## src/rtl/alu_op_driver.sv

```systemverilog
// alu_op_driver: issues a burst of opcode/operand beats over req/ack and accumulates the results
module alu_op_driver #(
  parameter int NUM_OPS = 4,
  parameter int TIMEOUT = 16
) (
  input  logic       clk,
  input  logic       rst,
  input  logic       start,
  input  logic [2:0] op_base,
  input  logic [2:0] d_base,
  output logic       req,
  output logic [2:0] code,
  output logic [2:0] d,
  input  logic       ack,
  input  logic [3:0] res,
  output logic       busy,
  output logic       done,
  output logic [7:0] checksum,
  output logic [3:0] last_res,
  output logic       err
);
  typedef enum logic [1:0] {IDLE, REQ, GAP, DONE} state_t;
  localparam logic [3:0] LAST_K = 4'(NUM_OPS - 1);
  localparam logic [7:0] LAST_W = 8'(TIMEOUT - 1);
  state_t state_q, state_d;
  logic [3:0] k_q, k_d, last_res_q, last_res_d;
  logic [2:0] op_q, op_d, db_q, db_d, code_q, code_d, d_q, d_d, raw_code;
  logic [7:0] wait_q, wait_d, checksum_q, checksum_d;
  logic err_q, err_d, req_q, req_d, busy_q, busy_d, done_q, done_d;
  always_comb begin
    state_d = state_q;
    k_d = k_q;
    op_d = op_q;
    db_d = db_q;
    wait_d = wait_q;
    checksum_d = checksum_q;
    last_res_d = last_res_q;
    err_d = err_q;
    if (state_q == IDLE && start) begin
      state_d = REQ;
      k_d = 4'd0;
      op_d = op_base;
      db_d = d_base;
      wait_d = 8'd0;
      checksum_d = 8'd0;
      err_d = 1'b0;
    end
    if (state_q == REQ) begin
      if (ack) begin
        last_res_d = res;
        checksum_d = checksum_q + {4'd0, res};
        wait_d = 8'd0;
        state_d = (k_q == LAST_K) ? DONE : GAP;
        k_d = (k_q == LAST_K) ? k_q : k_q + 4'd1;
      end else if (wait_q == LAST_W) begin
        err_d = 1'b1;
        state_d = DONE;
      end else begin
        wait_d = wait_q + 8'd1;
      end
    end
    if (state_q == GAP) state_d = REQ;
    if (state_q == DONE) state_d = IDLE;
    raw_code = op_d + k_d[2:0];
    req_d = state_d == REQ;
    busy_d = state_d == REQ || state_d == GAP;
    done_d = state_d == DONE;
    code_d = req_d ? ((raw_code == 3'd0) ? 3'd1 : raw_code) : 3'd0;
    d_d = req_d ? db_d + k_d[2:0] : 3'd0;
  end
  always_ff @(posedge clk) begin
    if (rst) begin
      state_q <= IDLE;
      k_q <= 4'd0;
      op_q <= 3'd0;
      db_q <= 3'd0;
      wait_q <= 8'd0;
      checksum_q <= 8'd0;
      last_res_q <= 4'd0;
      err_q <= 1'b0;
      req_q <= 1'b0;
      busy_q <= 1'b0;
      done_q <= 1'b0;
      code_q <= 3'd0;
      d_q <= 3'd0;
    end else begin
      state_q <= state_d;
      k_q <= k_d;
      op_q <= op_d;
      db_q <= db_d;
      wait_q <= wait_d;
      checksum_q <= checksum_d;
      last_res_q <= last_res_d;
      err_q <= err_d;
      req_q <= req_d;
      busy_q <= busy_d;
      done_q <= done_d;
      code_q <= code_d;
      d_q <= d_d;
    end
  end
  assign req = req_q;
  assign code = code_q;
  assign d = d_q;
  assign busy = busy_q;
  assign done = done_q;
  assign checksum = checksum_q;
  assign last_res = last_res_q;
  assign err = err_q;
endmodule

```

## config.mk

```make
export PLATFORM = sky130hd
export DESIGN_NAME = alu_op_driver
export DESIGN_NICKNAME = d
export VERILOG_FILES = /design/src/rtl/alu_op_driver.sv
export SDC_FILE = /design/constraint.sdc
export NUM_CORES = 1
export LEC_CHECK = 0
export CAP_MARGIN = 15
export CORE_MARGIN = 1
export CORE_UTILIZATION = 45
export CTS_CLUSTER_SIZE = 12
export DETAILED_ROUTE_END_ITERATION = 16
export PLACE_DENSITY = 0.85
export SYNTH_ARGS = -nofsm -noshare
export SYNTH_HDL_FRONTEND = slang
export SYNTH_SLANG_ARGS = --single-unit
```

## constraint.sdc

```tcl
create_clock -name clk -period 2.6 [get_ports clk]
set_input_delay 0.39 -clock clk [delete_from_list [all_inputs] [get_ports clk]]
set_output_delay 0.39 -clock clk [all_outputs]
set_load 0.05 [all_outputs]
```

# Yosys cells after proc, flatten, opt, wreduce, memory -nomap -nowiden
# Index checks and enable logic that the tools add are counted.
# totals
wordCells	62
out_inout_bits	22
register_bits	42
input_bits	14
# op_classes
n_reduce_logical	7
mux	25
add_sub_neg	5
bitwise_logic	1
eq_ne	9
# ops
operator	count
$mux W8	7
$mux W4	4
$mux W2	6
$add A8 B1 Y8 const B	1
$add A8 B4 Y8	1
$eq A2 B2 Y1 const B	4
$eq A8 B4 Y1 const B	1
$add A3 B3 Y3	2
$mux W1	6
$mux W3	2
$add A4 B1 Y4 const B	1
$eq A2 B1 Y1 const B	2
$eq A4 B2 Y1 const B	1
$logic_not A3 Y1	1
$ne A3 B3 Y1 const B	1
$reduce_or A3 Y1	1
$logic_not A2 Y1	1
$reduce_and A2 Y1	1
$reduce_or A2 Y1	1
$logic_and A1 B1 Y1	1
$logic_or A1 B1 Y1	1
$not A1 Y1	1

# Logic depth before layout (Yosys ltp)
# logic_depth
ltp_word	11
mapped_depth	12
ltp_nobuf	11

# Worst setup path before layout
# Ideal clock, no wire load.
# synth_path
path_kind	reg2reg
start	reg state_q[0]
end	reg code_q[0] (netlist: code[0])
path_stages_with_launch	13
slack_ns	0.062
n_path_buf	2
t_arrival_ns	2.417
synth_period_minus_slack_ns	2.538
t_required_ns	2.478
setup_time_ns	0.122
path_cell_list	dfxtp_1 > buf_6 > and3b_1 > buf_2 > o31a_1 > xnor2_1 > nor2_1 > ha_1 > inv_1 > fa_1 > nand2_1 > and3b_1 > a221o_1
# synth_via
word_cells_on_any_way	21
classes_between	add/sub (1); eq/ne (4); mux (11); bitwise (1); reduce/logical (4)
# synth_lines
element	line_no	rtl
start: declaration	25	state_t state_q, state_d;
start signal: assignment	87	state_q <= state_d;
$logic_not A2 Y1	39	if (state_q == IDLE && start) begin
$logic_and A1 B1 Y1	39	
$mux W4	39	
$mux W4	49	if (ack) begin
$mux W4 *	48	if (state_q == REQ) begin
named net k_d[0]	26	logic [3:0] k_q, k_d, last_res_q, last_res_d;
$add A3 B3 Y3 *	64	raw_code = op_d + k_d[2:0];
$logic_not A3 Y1	68	code_d = req_d ? ((raw_code == 3'd0) ? 3'd1 : raw_code) : 3'd0;
$mux W1 *	68	
end signal: assignment	98	code_q <= code_d;
end: declaration	27	logic [2:0] op_q, op_d, db_q, db_d, code_q, code_d, d_q, d_d, raw_code;
# Mark *: on every way through the listed nets, which the timed path passes. The rest lies on a longest branch.
# A chain may end at the register's enable or synchronous reset.

# Worst setup path after layout
# layout_path
start	reg k_q[1]
end	reg code_q[0] (netlist: code[0])
# layout_via
word_cells_on_any_way	17
classes_between	add/sub (2); eq/ne (2); mux (10); bitwise (1); reduce/logical (2)
# layout_lines
element	line_no	rtl
start: declaration	26	
start signal: assignment	88	k_q <= k_d;
$eq A4 B2 Y1 *	54	k_d = (k_q == LAST_K) ? k_q : k_q + 4'd1;
$mux W4 *	54	
$mux W4 *	49	
$mux W4 *	48	
named net k_d[0]	26	
$add A3 B3 Y3 *	64	
$logic_not A3 Y1	68	
$mux W1 *	68	
# Mark *: on every way through the listed nets, which the timed path passes. The rest lies on a longest branch. The select of a mux whose other input is x is not followed.

==> impl_metrics.csv <==
group,metric,value,unit
outcome,outcome,"finished, violations left",
outcome,violations,"negative setup slack",
setup_path,crit_path_end_kind,"flop",
power_and_ir_drop,p_leak,1.10,nW
sta,max_slew_margin,66.3,%
setup_path,critical-path-slowest-cell,"fa_1",
floorplanning,dieArea,4740,µm²
route,dr_total_vias,1796,
floorplanning,ios,36,
min_path,min_to,"last_res[2]",
place,dp_cells,322,
setup_path,critPathKind,"flop to flop",
floorplanning,core_area,4140,µm²
sta,fmax,382,MHz
setup_path,crit_buf_inv,2,
cts,clk_pin_slew,0.08,ns
route,antenna_left,0,
setup_path,start_kind,"flop",
synthesis,synth_compound_area_share,16.1,%
place,gp_congestion,0.820,
final_layout,fill_cells,354,
place,port_buffers,35,
final_layout,final_common_cell,"dfxtp_1",
floorplanning,die_h,68.8,µm
sta,grt_setup_unrepaired,"yes",
min_path,min_from,"last_res[2]",
final_layout,antenna_cells,0,
synthesis,ys_types,46,
setup_path,slowest_delay,0.48,ns
cts,cts_tree,"yes",
route,detail_route.wl_per_cell,13.4,µm
place,dp_hpwl,3.13,mm
final_layout,layout_common_cells,"dfxtp_1 (40), clkdlybuf4s50_1 (34), nor2_1 (28), nand2_1 (26), buf_4 (25)",
job,maxCapViolCount,0,
min_path,holdPathStages,2,
route,drc,0,
synthesis,synth_top_area_cell,"dfxtp_1",
synthesis,ys.flop_type,"dfxtp_1",
synthesis,syn_avg_cell_area,8.85,µm²
cts,cts_hold_buf,0,
global_route,grt_max_degree,39,
cts,clock_latency,0.29,ns
setup_path,worstPathRequired,2.79,ns
global_route,grt_use_total,20.3,%
synthesis,yosys_warnings,0,
global_route,grt_pass1_vias,1618,
synthesis,netlist_area,2010,µm²
setup_path,critPathArrivalTime,2.80,ns
floorplanning,rows,23,
setup_path,cp_cell_sequence,"ha_4 -> inv_4 -> o31a_1 -> xnor2_2 -> nor2_2 -> ha_2 -> inv_2 -> fa_1 -> nand2_1 -> and3b_1 -> a221o_1",
synthesis,synth_top_family_by_area,"simple AND/OR/NAND/NOR gates",
final_layout,utilization,65.2,%
setup_path,cp_top_family,"adder cells",
sta,max_slew.worst_pin.slew,0.504,ns
setup_path,ff2ff_path_depth,11,
cts,cts_sinks,42,
setup_path,r2r_end,"code[0]",
synthesis,yosys-top-cells-area,"dfxtp_1 (42%), ha_1 (6.2%), nor2_1 (5.4%)",
power_and_ir_drop,power_density,528,nW/µm²
synthesis,synth-edff-count,0,
power_and_ir_drop,peakVddDrop,0.303,mV
final_layout,drive_gt1_share,16.0,%
synthesis,ys_seq_area_share,41.8,%
route,first_pass_iters,4,
min_path,hold_class,"flop to flop",
synthesis,synthMuxAreaShare,2.05,%
sta,final_hold_viol_count,0,
floorplanning,initial_core_util,48.5,%
synthesis,synthSimpleGateAreaFrac,24.0,%
synthesis,synth-xor-area-share,2.99,%
global_route,grt_pass1_wl,7.11,mm
setup_path,r2r_start,"k_q[1]",
cts,cts_buffer_depth,2,
route,routed_via_density,5.33,
synthesis,synth_adder_area_share,9.22,%
cts,cts-root-buf,"clkbuf_8",
sta,final_max_slew_viol_count,0,
setup_path,r2r_slack,-0.02,ns
sta,period_needed,2.62,ns
final_layout,area_growth,34.5,%
synthesis,synth_top_cell_area_share,41.8,%
synthesis,ys_ff_latch,42,
global_route,grt_overflow,0,
cts,htree_levels,2,
final_layout,nNetsFinal,313,
synthesis,syn_nets,254,
route,totalWireLength,4.52,mm
floorplanning,die_x,68.8,µm
sta,setup_violations,1,
synthesis,async_reset_ff_share,0,%
setup_path,cp_max_fo,3,
final_layout,stdcell_count,337,
route,first_iter_violations,68,
sta,period_share,101,%
synthesis,netlist_instances,227,
sta,fin_skew,0.00691,ns
cts,numCtsBuffers,5,
sta,fin_ws,-0.0173,ns
global_route,antenna_found_initial,0,
registers in the layout, summed over array words and instances (netlist names):
register,count
busy,1
last_res,4
db_q,3
state_q,2
wait_q,8
err,1
k_q,4
op_q,3
code,3
req,1
done,1
d,3
checksum,8
metrics by stage:
stage               cell area, µm²  setup WS (ns)  setup TNS [ns]  total power, mW  hold slack [ns]
floorplan                     2010         0.0617               0            0.881            0.452
global placement              2520         -0.260          -0.567            0.988            0.446
detailed placement            2520         -0.328          -0.783            0.995            0.450
CTS                           2610        0.00512               0             1.42            0.461
global route                  2700        -0.0895          -0.144             1.49            0.480
finish                        2700        -0.0173         -0.0173             1.43            0.458
logic make-up after synthesis:
kind of cell	Yosys count
mux	4
simple gates	96
compound gates	48
flops	42
buf+inv	18
fa+ha+maj	13
xor+xnor	6
power by group:
group / leakage (nW) / internal (mW) / switching, mW
clock: 0.0482 / 0.214 / 0.213
combinational: 0.714 / 0.138 / 0.179
sequential: 0.343 / 0.669 / 0.0124
total: 1.10 / 1.02 / 0.404
cell usage after synthesis (3+ instances only):
cell type and count:
dfxtp_1 42, nor2_1 29, nand2_1 26, a21oi_1 16
ha_1 10, inv_1 10, nor2b_1 9, o21ai_0 9
clkbuf_1 5, nor3_1 5, a22oi_1 4, nand3_1 4
xnor2_1 4, a211oi_1 3, and2_1 3, and3_1 3
fa_1 3, mux2i_1 3, nand2b_1 3
worst register-to-register path: cells and delay by family (launching register included):
family | cells | cell delay [ns]
AOI/OAI and AO/OA | 2 | 0.62
xor gates and xnor gates | 1 | 0.17
adders and majority gates | 3 | 0.83
buffers and inverters | 2 | 0.07
DFF | 1 | 0.38
and+or+nand+nor | 3 | 0.44
worst max-delay path by stage:
stage,start,endpoint,cells past startpoint
floorplan,state_q[0],code[0],12
global placement,start,code[0],10
detailed placement,start,code[0],10
CTS,k_q[1],code[0],11
global route,k_q[1],code[0],11
finish,k_q[1],code[0],11
layer usage:
metal / track usage (%) / up-vias / routed length (µm)
met5: 0 / - / 0
met2: 34.1 / 52 / 2240
met4: 5.36 / 0 / 44
li1: - / 907 / -
met3: 5.43 / 5 / 247
met1: 25.7 / 832 / 1980
layout make-up:
type / instances / area (µm²) / area share (%)
sequential: 42 / 848 / 31.4
clock buffer: 7 / 86.3 / 3.19
multi-input combinational: 167 / 1120 / 41.4
tap: 50 / 62.6 / 2.31
inverter: 10 / 40.0 / 1.48
timing repair buffer: 60 / 541 / 20.0
clock inverter: 1 / 5.00 / 0.185
timing repair:
item	4_1_cts	5_1_grt
pin swaps	0	10
setup endpoints to repair	1	3
gates resized for setup	1	14
buffers inserted	0	7
hold endpoints to repair	0	0
Note: power is estimated with default switching activity, not from simulation.
